==> config.mk <==
export PLATFORM = sky130hd
export DESIGN_NAME = key_filter
export DESIGN_NICKNAME = d
export VERILOG_FILES = /design/src/rtl/key_filter.sv
export SDC_FILE = /design/constraint.sdc
export NUM_CORES = 1
export LEC_CHECK = 0
export BUFFER_PORTS_ARGS = -buffer_cell sky130_fd_sc_hd__buf_2
export CAP_MARGIN = 20
export CORE_ASPECT_RATIO = 0.8
export CORE_MARGIN = 2
export CORE_UTILIZATION = 50
export CTS_CLUSTER_DIAMETER = 50
export CTS_CLUSTER_SIZE = 10
export DETAILED_ROUTE_END_ITERATION = 8
export PLACE_DENSITY_LB_ADDON = 0.05
export SLEW_MARGIN = 20
export SYNTH_ARGS = -nofsm -noshare
export SYNTH_HDL_FRONTEND = slang
export SYNTH_SLANG_ARGS = --single-unit
==> constraint.sdc <==
create_clock -name sys_clk -period 1.8 [get_ports sys_clk]
set_input_delay 0.54 -clock sys_clk [delete_from_list [all_inputs] [get_ports sys_clk]]
set_output_delay 0.54 -clock sys_clk [all_outputs]
set_load 0.005 [all_outputs]
==> src/rtl/key_filter.sv <==
// key_filter: push-button debouncer for the bulk-erase trigger.
// Synchronises the active-low button, filters contact bounce with a
// four-state one-hot FSM, and emits one key_flag pulse per press plus a
// debounced key_state level.
// Optional feature: define KEY_LONG_PRESS_EN to add LONG_MAX and the
// key_long_flag output (one pulse per press held for LONG_MAX cycles).
module key_filter #(
  parameter int CNT_MAX = 999_999
`ifdef KEY_LONG_PRESS_EN
  ,
  parameter int LONG_MAX = 49_999_999
`endif
) (
  input  logic sys_clk,
  input  logic sys_rst_n,
  input  logic key_in,
  output logic key_flag,
  output logic key_state
`ifdef KEY_LONG_PRESS_EN
  ,
  output logic key_long_flag
`endif
);

  localparam int CW = $clog2(CNT_MAX);
  localparam logic [CW-1:0] CNT_LAST = CW'(CNT_MAX - 1);

  typedef enum logic [3:0] {
    IDLE    = 4'b0001,
    FILT_DN = 4'b0010,
    DOWN    = 4'b0100,
    FILT_UP = 4'b1000
  } state_t;

  logic          sync1_q, sync2_q;
  logic          key_s;
  state_t        state_q, state_d;
  logic [CW-1:0] cnt_q, cnt_d;
  logic          key_flag_q, key_flag_d;
  logic          key_state_q, key_state_d;

  // Two-flop synchroniser; resets to the idle (released) level so reset
  // release can never look like a press.
  always_ff @(posedge sys_clk or negedge sys_rst_n) begin
    if (!sys_rst_n) begin
      sync1_q <= 1'b1;
      sync2_q <= 1'b1;
    end else begin
      sync1_q <= key_in;
      sync2_q <= sync1_q;
    end
  end

  assign key_s = sync2_q;

  // Next-state and counter logic; a bounce wins over a same-cycle match.
  always_comb begin
    state_d = state_q;
    cnt_d   = '0;
    case (state_q)
      IDLE: begin
        if (!key_s) state_d = FILT_DN;
      end
      FILT_DN: begin
        if (key_s)                  state_d = IDLE;
        else if (cnt_q == CNT_LAST) state_d = DOWN;
        else                        cnt_d   = cnt_q + 1'b1;
      end
      DOWN: begin
        if (key_s) state_d = FILT_UP;
      end
      FILT_UP: begin
        if (!key_s)                 state_d = DOWN;
        else if (cnt_q == CNT_LAST) state_d = IDLE;
        else                        cnt_d   = cnt_q + 1'b1;
      end
      default: begin
        state_d = IDLE;
      end
    endcase
    key_flag_d  = (state_q == FILT_DN) && (state_d == DOWN);
    key_state_d = (state_d == DOWN) || (state_d == FILT_UP);
  end

  // FSM, counter and registered outputs.
  always_ff @(posedge sys_clk or negedge sys_rst_n) begin
    if (!sys_rst_n) begin
      state_q     <= IDLE;
      cnt_q       <= '0;
      key_flag_q  <= 1'b0;
      key_state_q <= 1'b0;
    end else begin
      state_q     <= state_d;
      cnt_q       <= cnt_d;
      key_flag_q  <= key_flag_d;
      key_state_q <= key_state_d;
    end
  end

  assign key_flag  = key_flag_q;
  assign key_state = key_state_q;

`ifdef KEY_LONG_PRESS_EN
  localparam int LW = $clog2(LONG_MAX);
  localparam logic [LW-1:0] LONG_LAST = LW'(LONG_MAX - 1);

  logic [LW-1:0] long_cnt_q, long_cnt_d;
  logic          long_flag_q, long_flag_d;
  logic          long_active;

  // Long-hold counter: runs while pressed, saturates so it pulses only once.
  always_comb begin
    long_active = (state_q == DOWN) || (state_q == FILT_UP);
    long_cnt_d  = '0;
    long_flag_d = 1'b0;
    if (long_active) begin
      if (long_cnt_q != LONG_LAST) begin
        long_cnt_d  = long_cnt_q + 1'b1;
        long_flag_d = (long_cnt_q == (LONG_LAST - 1'b1));
      end else begin
        long_cnt_d  = long_cnt_q;
      end
    end
  end

  // Long-hold counter and pulse registers.
  always_ff @(posedge sys_clk or negedge sys_rst_n) begin
    if (!sys_rst_n) begin
      long_cnt_q  <= '0;
      long_flag_q <= 1'b0;
    end else begin
      long_cnt_q  <= long_cnt_d;
      long_flag_q <= long_flag_d;
    end
  end

  assign key_long_flag = long_flag_q;
`endif

endmodule

== Yosys cells after proc, flatten, opt, wreduce, memory -nomap -nowiden ==
Index checks and enable logic that the tools add are counted.
Operators by class
  add/subtract/negate cells: 1
  equality and inequality tests: 7
  multiplexer cells: 11
  reductions and logical operators: 2
Operator list (number)
  20-bit two-way mux: 3
  20-bit one-hot mux with 2 select lines: 1
  4-bit two-way mux: 6
  20-bit by 1-bit adder with 20-bit output, second input constant: 1
  20-bit equality test, second input constant: 1
  4-bit one-hot mux with 4 select lines: 1
  4-bit by 3-bit equality test with 1-bit output, second input constant: 2
  4-bit equality test, second input constant: 2
  4-bit by 1-bit equality test with 1-bit output, second input constant: 1
  4-bit by 2-bit equality test with 1-bit output, second input constant: 1
  1-bit logical AND: 1
  1-bit logical OR: 1
Word-level totals
  bits in registers: 28
  input bits: 3
  output and inout bits: 2
  logic and storage cells: 27

== Longest topological paths before layout ==
Gate-level depths: netlist of the first run.
  depth in word-level cells: 6
  mapped depth: 8
  gate-level depth less buffers: 6

== Least setup slack after synthesis of the first run ==
OpenSTA, ideal clock, no wires.
  kind: register -> register
  start: register cnt_q[7]
  end: register key_state_q (netlist: key_state)
  setup time: 0.086 ns
  arrival: 1.835 ns
  data required time: 1.714 ns
  slack: -0.121 ns
  cell stages (with the launch flop): 6
  path buffers: 1
  period minus slack after synthesis: 1.921 ns
  cells stage by stage: dfrtp_1 or4_1 or3_1 buf_2 o32a_1 o221ai_2
On the way
  longest elaborated chain between the ends: 6
  elaborated cells on any way between the ends: 9
  classes of those cells: eq/ne: 3; mux: 5; reduce/logical: 1
RTL lines
  start, declared: line 38  | logic [CW-1:0] cnt_q, cnt_d;
  start signal, assigned: line 94  | cnt_q <= cnt_d;
  20-bit equality test (*): line 66, 74
  4-bit two-way mux (on tied branches): line 74, 66
  4-bit two-way mux (on tied branches): line 73, 65
  4-bit one-hot mux with 4 select lines (*): line 60  | case (state_q)
  4-bit by 3-bit equality test with 1-bit output or 4-bit equality test (tied branches): line 82  | key_state_d = (state_d == DOWN) || (state_d == FILT_UP);
  1-bit logical OR (*): line 82
  net key_state_d: line 40  | logic key_state_q, key_state_d;
  end signal, assigned: line 96  | key_state_q <= key_state_d;
  end, declared: line 40
Mark *: on every way through the listed nets, which the timed path passes. The rest lies on a longest branch.

== Worst setup path in the final report of the first run ==
  start: register cnt_q[12]
  end: register key_state_q (netlist: key_state)
The elaborated chain is that of the path after synthesis.

==> results of run 1 <==
-- synthesized netlist by cell type, drive strengths merged, types with 3 or more instances --
| cell type | instances | area (um^2) |
|---|---|---|
| nand3 | 6 | 30.0 |
| or4 | 6 | 45.0 |
| nor2 | 21 | 78.8 |
| buf | 5 | 30.0 |
| o21ai | 5 | 25.0 |
| nand2b | 3 | 18.8 |
| nand4 | 6 | 37.5 |
| nand2 | 6 | 22.5 |
| xnor2 | 12 | 105 |
| nor4 | 5 | 31.3 |
| inv | 8 | 30.0 |
| dfstp | 3 | 78.8 |
| a21oi | 5 | 25.0 |
| o31ai | 4 | 30.0 |
| or3 | 4 | 26.3 |
| clkbuf | 3 | 11.3 |
| nor3 | 5 | 25.0 |
| dfrtp | 25 | 626 |
-- state kept, by name (all words and copies together) (netlist names) --
register   flops
key_flag       1
cnt_q         20
key_s          1
key_state      1
state_q        4
sync1_q        1
-- per-stage QoR --
stage	power (mW)	util (%)	setup TNS [ps]
final	1.25	64.3	-678
after global routing	1.31	64.3	-2090
after CTS	1.26	63.7	-674
after detailed placement	0.760	60.4	-947
after global placement	0.755	60.4	-495
after floorplan	0.732	-	-1120
-- layer usage --
| layer | track usage, % | up-vias | share of wire [%] |
|---|---|---|---|
| li1 | - | 587 | - |
| met3 | 5.81 | 2 | 3.8 |
| met2 | 30.4 | 23 | 42 |
| met4 | 6.38 | 0 | 0.46 |
| met5 | 0 | - | 0 |
| met1 | 30.0 | 566 | 53 |
-- where the power goes --
part,total [mW],switching (mW),internal [mW]
Combinational,0.0866,0.0505,0.0361
Sequential,0.669,0.0231,0.646
Clock,0.499,0.200,0.298
-- placed cells by master, fill, tap and decap left out, drive strengths merged, types with 2 or more instances in the layout --
cell and count:
dfrtp 25, buf 24, nor2 21, xnor2 12
inv 8, nand4 6, nand3 6, nand2 6
or4 6, nor4 5, a21oi 5, nor3 5
o21ai 5, o31ai 4, or3 4, nand2b 3
clkbuf 3, dfstp 3, nor2b 2, a2111oi 2
ha 2, or2b 2, o211ai 2
-- final cells by class --
type	count	area, um^2	area share (%)
sequential	28	704	39.3
clock inverter	1	30.0	1.68
inverter	8	30.0	1.68
timing repair buffer	24	186	10.4
multi-input combinational	109	752	42.0
clock buffer	3	41.3	2.30
tap	38	47.5	2.65
-- how the worst max path moves through the flow --
stage / start / end / slack, ps
detailed placement: cnt_q[12]$_DFF_PN0_ / state_q[0]$_DFF_PN1_ / -120
global placement: cnt_q[12]$_DFF_PN0_ / state_q[0]$_DFF_PN1_ / -50
CTS: cnt_q[12]$_DFF_PN0_ / key_state$_DFF_PN0_ / -50
finish: cnt_q[12]$_DFF_PN0_ / key_state$_DFF_PN0_ / -60
floorplan: cnt_q[12]$_DFF_PN0_ / key_state$_DFF_PN0_ / -70
global route: cnt_q[12]$_DFF_PN0_ / key_state$_DFF_PN0_ / -110
-- kinds of logic after synthesis --
group                      after synthesis  share of synthesized area (%)
and+or+nand+nor                         69                           25.1
AOI/OAI and AO/OA                       24                           12.2
xor gates and xnor gates                13                           7.72
adders and majority gates                2                           1.70
DFF                                     28                           47.8
buffers and inverters                   16                           4.83
muxes                                    1                          0.679
-- timing repair --
item | in CTS | in global routing
setup endpoints to repair | 25 | 25
pin swaps | 0 | 1
gates resized for setup | 4 | 5
==> impl_metrics.py, run 1 <==
metrics = {
    "status": {
        "outcome": "finished, violations left",
        "violations": "negative setup slack",
    },
    "timing": {
        "fin_crit_ps": 1860,
        "max_slew_margin_pct": 59.1,
        "setup_viol": 23,
        "max_freq_mhz": 538,
        "worst_pin_slew_ps": 613,
        "fin_skew_ps": 4.02,
        "period_share_pct": 103,
        "finalHoldViolations": 0,
        "slew_violations": 0,
        "rsz0062_at_grt": "yes",
        "timing.final.ws_setup_ps": -57.3,
        "holdWs_ps": 262,
    },
    "clock_tree": {
        "cts.sinks": 28,
        "holdBufCountCts": 0,
        "cts_tree": "yes",
        "insertion_delay_ps": 280,
        "cts.clk_slew.worst_paths_ps": 100,
        "cts_made_buffers": 3,
        "cts-root-buf": "clkbuf_8",
        "clock_path_buffers": 2,
        "cts.htree.levels": 1,
        "postCtsSetupRepairBufs": 0,
    },
    "logic_synthesis": {
        "ys.flop_type": "dfrtp_1",
        "syn_inst": 153,
        "synth-seq-cells": 28,
        "yosysUniqueCellTypes": 38,
        "ys_warn_count": 0,
        "synth_nets": 158,
        "synth_seq_area_share_pct": 47.8,
        "avgSynthCellArea_um2": 9.64,
        "async_reset_ff_share_pct": 100,
        "syn-cell-area_mm2": 0.00148,
        "synth_edf_count": 0,
    },
    "detailed_routing": {
        "viasPerCell": 5.58,
        "drt-total-wl_mm": 3.07,
        "antenna_left": 0,
        "wl_per_cell_um": 14.6,
        "drt_iter0_markers": 99,
        "drc": 0,
        "via_count": 1178,
        "drtPass1Iterations": 4,
    },
    "worst_hold_path": {
        "worstHoldPathType": "input pin to asynchronous set/reset pin",
    },
    "global_routing": {
        "grt_max_degree": 29,
        "grt_overflow": 0,
        "grt_pass1_wl_mm": 5.25,
        "grt.total_usage_pct": 20.8,
        "grt_pass1_vias": 1107,
        "antenna_found_initial": 0,
    },
    "die": {
        "coreArea_mm2": 0.00279,
        "placementRows": 17,
        "pin_count": 5,
        "dieArea_mm2": 0.00340,
        "die_h_um": 52.6,
        "dieWidth_um": 64.7,
        "initial_core_util_pct": 52.9,
    },
    "placed_design": {
        "port_buffers": 4,
        "place_area_mm2": 0.00168,
        "place_hpwl_mm": 2.21,
        "dp.cells": 207,
        "place_ws_ps": -117,
        "gp_congestion": 0.836,
    },
    "worst_setup_path": {
        "reg2reg_depth": 5,
        "reg2reg_from": "cnt_q[12]$_DFF_PN0_",
        "critical_path.max_stage_delay_ps": 530,
        "r2r_slack_ps": -60,
        "crit_type": "register to register",
        "cp-end-kind": "register",
        "cp_cell_sequence": "or4_4 -> or3_4 -> buf_6 -> o211ai_1 -> o221ai_2",
        "critPathLaunchType": "register",
        "r2r-end": "key_state$_DFF_PN0_",
        "cp.required_ps": 1960,
        "crit_family": "simple AND/OR/NAND/NOR gates",
        "critical_path.max_fanout": 5,
        "cp_data_arrival_time_ps": 2020,
        "crit_path_top_delay_cell": "or4_4",
        "critical_path_buf_inv_count": 1,
        "worstSetupPathDepth": 5,
    },
    "final_layout": {
        "nFillCells": 236,
        "diodes": 0,
        "stdcell_count": 211,
        "drive_gt1_share_pct": 26.0,
        "postLayoutCellArea_mm2": 0.00179,
        "area_growth_pct": 21.5,
        "nets": 179,
    },
    "job": {
        "cap_violations": 0,
    },
    "power_and_ir_drop": {
        "p_leak_nw": 0.690,
        "ir_drop_mv": 0.501,
        "power_per_cell_area_mw_per_mm2": 700,
    },
}
(Power assumes the default switching activity.)
==> inputs of run 2 (changes only) <==
clock period = 1.5 ns   (was 1.8 ns; I/O delays follow)
==> run 2 against run 1 <==
The run still ends with negative setup slack left. Sequential power is 20% higher. First-iteration DRC count is 47% lower. Combinational power is 39% higher. Critical path depth stayed put. Register-to-register slack worse by 310 ps. Clock power is 18% higher. Flip-flop and latch count stayed put. Clock-buffer cell count stayed put. Cell count is 8.5% higher. Cell area is 8.2% higher. Critical path type unchanged.
==> impl_metrics.py, run 2 (synthesized netlist as in run 1, its figures left out) <==
metrics = {
    "worst_setup_path": {
        "critical_path_buf_inv_count": 1,
        "cp.required_ps": 1720,
        "reg2reg_depth": 5,
        "critical_path.max_fanout": 5,
        "crit_path_top_delay_cell": "or4_1",
        "critical_path.max_stage_delay_ps": 530,
        "cp_data_arrival_time_ps": 2090,
        "crit_type": "register to register",
        "cp-end-kind": "register",
        "cp_cell_sequence": "or4_1 -> or3_4 -> buf_6 -> o311ai_2 -> o21ba_2",
        "r2r-end": "state_q[0]$_DFF_PN1_",
        "r2r_slack_ps": -370,
        "critPathLaunchType": "register",
        "reg2reg_from": "cnt_q[12]$_DFF_PN0_",
        "crit_family": "simple AND/OR/NAND/NOR gates",
    },
    "final_layout": {
        "regMostFlops": "cnt_q",
        "drive_gt1_share_pct": 34.0,
        "largest_reg_flops": 20,
        "diodes": 0,
        "area_growth_pct": 31.5,
        "fin_util_pct": 69.6,
        "final_common_cell": "buf_4",
        "postLayoutCellArea_mm2": 0.00194,
        "nets": 197,
        "layout_common_cells": "buf_4, dfrtp_1, nor2_1",
        "top_regs": "cnt_q (20), state_q (4)",
        "stdcell_count": 229,
        "nFillCells": 237,
    },
    "timing": {
        "rsz0062_at_grt": "yes",
        "fin_skew_ps": 3.84,
        "max_freq_mhz": 536,
        "timing.final.ws_setup_ps": -365,
        "period_share_pct": 124,
        "slew_violations": 0,
        "max_slew_margin_pct": 77.2,
        "setup_viol": 26,
        "setup_tns_ps": -8600,
        "worst_pin_slew_ps": 339,
        "finalHoldViolations": 0,
        "fin_crit_ps": 1870,
    },
    "detailed_routing": {
        "drt_iter0_markers": 52,
        "drt-total-wl_mm": 3.26,
        "via_count": 1260,
        "viasPerCell": 5.50,
        "wl_per_cell_um": 14.3,
        "drc": 0,
        "drtPass1Iterations": 4,
        "antenna_left": 0,
    },
    "clock_tree": {
        "clock_path_buffers": 2,
        "cts_made_buffers": 3,
        "postCtsSetupRepairBufs": 0,
        "cts.sinks": 28,
        "cts_tree": "yes",
        "cts.clk_slew.worst_paths_ps": 90,
        "holdBufCountCts": 0,
        "insertion_delay_ps": 270,
        "cts-root-buf": "clkbuf_8",
        "cts.htree.levels": 1,
    },
    "die": {
        "dieWidth_um": 64.7,
        "placementRows": 17,
        "initial_core_util_pct": 52.9,
        "dieArea_mm2": 0.00340,
        "die_h_um": 52.6,
        "coreArea_mm2": 0.00279,
        "pin_count": 5,
    },
    "power_and_ir_drop": {
        "ir_drop_mv": 0.571,
        "p_leak_nw": 0.781,
        "power_mw": 1.51,
        "power_per_cell_area_mw_per_mm2": 778,
    },
    "placed_design": {
        "place_hpwl_mm": 2.51,
        "gp_congestion": 0.863,
        "place_area_mm2": 0.00183,
        "dp.cells": 225,
        "port_buffers": 4,
    },
    "global_routing": {
        "grt_overflow": 0,
        "grt_pass1_wl_mm": 5.58,
        "grt_max_degree": 21,
        "grt.total_usage_pct": 22.0,
        "grt_pass1_vias": 1179,
        "antenna_found_initial": 0,
    },
    "status": {
        "violations": "negative setup slack",
        "outcome": "finished, violations left",
    },
    "worst_hold_path": {
        "worstHoldPathType": "input pin to asynchronous set/reset pin",
    },
    "job": {
        "cap_violations": 0,
    },
}
## run 2: changes by cell type in the layout (fill, tap and decap cells not counted), sizes merged
cell  delta
buf     +18
## run 2: report_power, final
| group | total, mW | internal (mW) | switching (mW) | leakage [nW] |
|---|---|---|---|---|
| Clock | 0.589 | 0.357 | 0.232 | 0.0357 |
| Combinational | 0.120 | 0.0539 | 0.0663 | 0.365 |
| Sequential | 0.800 | 0.774 | 0.0255 | 0.380 |
| Total | 1.51 | 1.19 | 0.324 | 0.781 |
## run 2: layout make-up
| cell class | instances | area [um^2] | share of cell area [%] |
|---|---|---|---|
| Clock buffer | 3 | 41.3 | 2.13 |
| Clock inverter | 1 | 30.0 | 1.55 |
| Inverter | 8 | 30.0 | 1.55 |
| Multi-Input combinational cell | 109 | 752 | 38.8 |
| Sequential cell | 28 | 704 | 36.3 |
| Tap cell | 38 | 47.5 | 2.45 |
| Timing Repair Buffer | 42 | 334 | 17.2 |
## run 2: metrics by stage
| stage | setup WS, ps | hold slack (ps) |
|---|---|---|
| finish | -365 | 68.9 |
| global route | -436 | 75.9 |
| CTS | -363 | 67.9 |
| detailed placement | -388 | 350 |
| global placement | -349 | 348 |
| floorplan | -371 | 154 |
## run 2: layer usage
| metal | GRT usage (%) | vias up | part of all wire (%) |
|---|---|---|---|
| met1 | 30.5 | 619 | 49 |
| met3 | 5.16 | 5 | 2.3 |
| met2 | 35.4 | 12 | 48 |
| met5 | 0 | - | 0 |
| met4 | 4.61 | 0 | 0.67 |
| li1 | - | 624 | - |
## run 2: what timing repair did
item | 4_1_cts | 5_1_grt
resized for setup | 6 | 5
pin swaps | 0 | 1
setup endpoints to repair | 26 | 26
## run 2: worst max-delay path by stage
| stage | startpoint | end | slack [ps] | cells after the start |
|---|---|---|---|---|
| floorplan | cnt_q[12]$_DFF_PN0_ | key_state$_DFF_PN0_ | -370 | 5 |
| global placement | cnt_q[12]$_DFF_PN0_ | state_q[0]$_DFF_PN1_ | -350 | 5 |
| detailed placement | cnt_q[12]$_DFF_PN0_ | state_q[0]$_DFF_PN1_ | -390 | 5 |
| CTS | cnt_q[12]$_DFF_PN0_ | state_q[0]$_DFF_PN1_ | -360 | 5 |
| global route | cnt_q[12]$_DFF_PN0_ | cnt_q[14]$_DFF_PN0_ | -440 | 5 |
| finish | cnt_q[12]$_DFF_PN0_ | state_q[0]$_DFF_PN1_ | -370 | 5 |
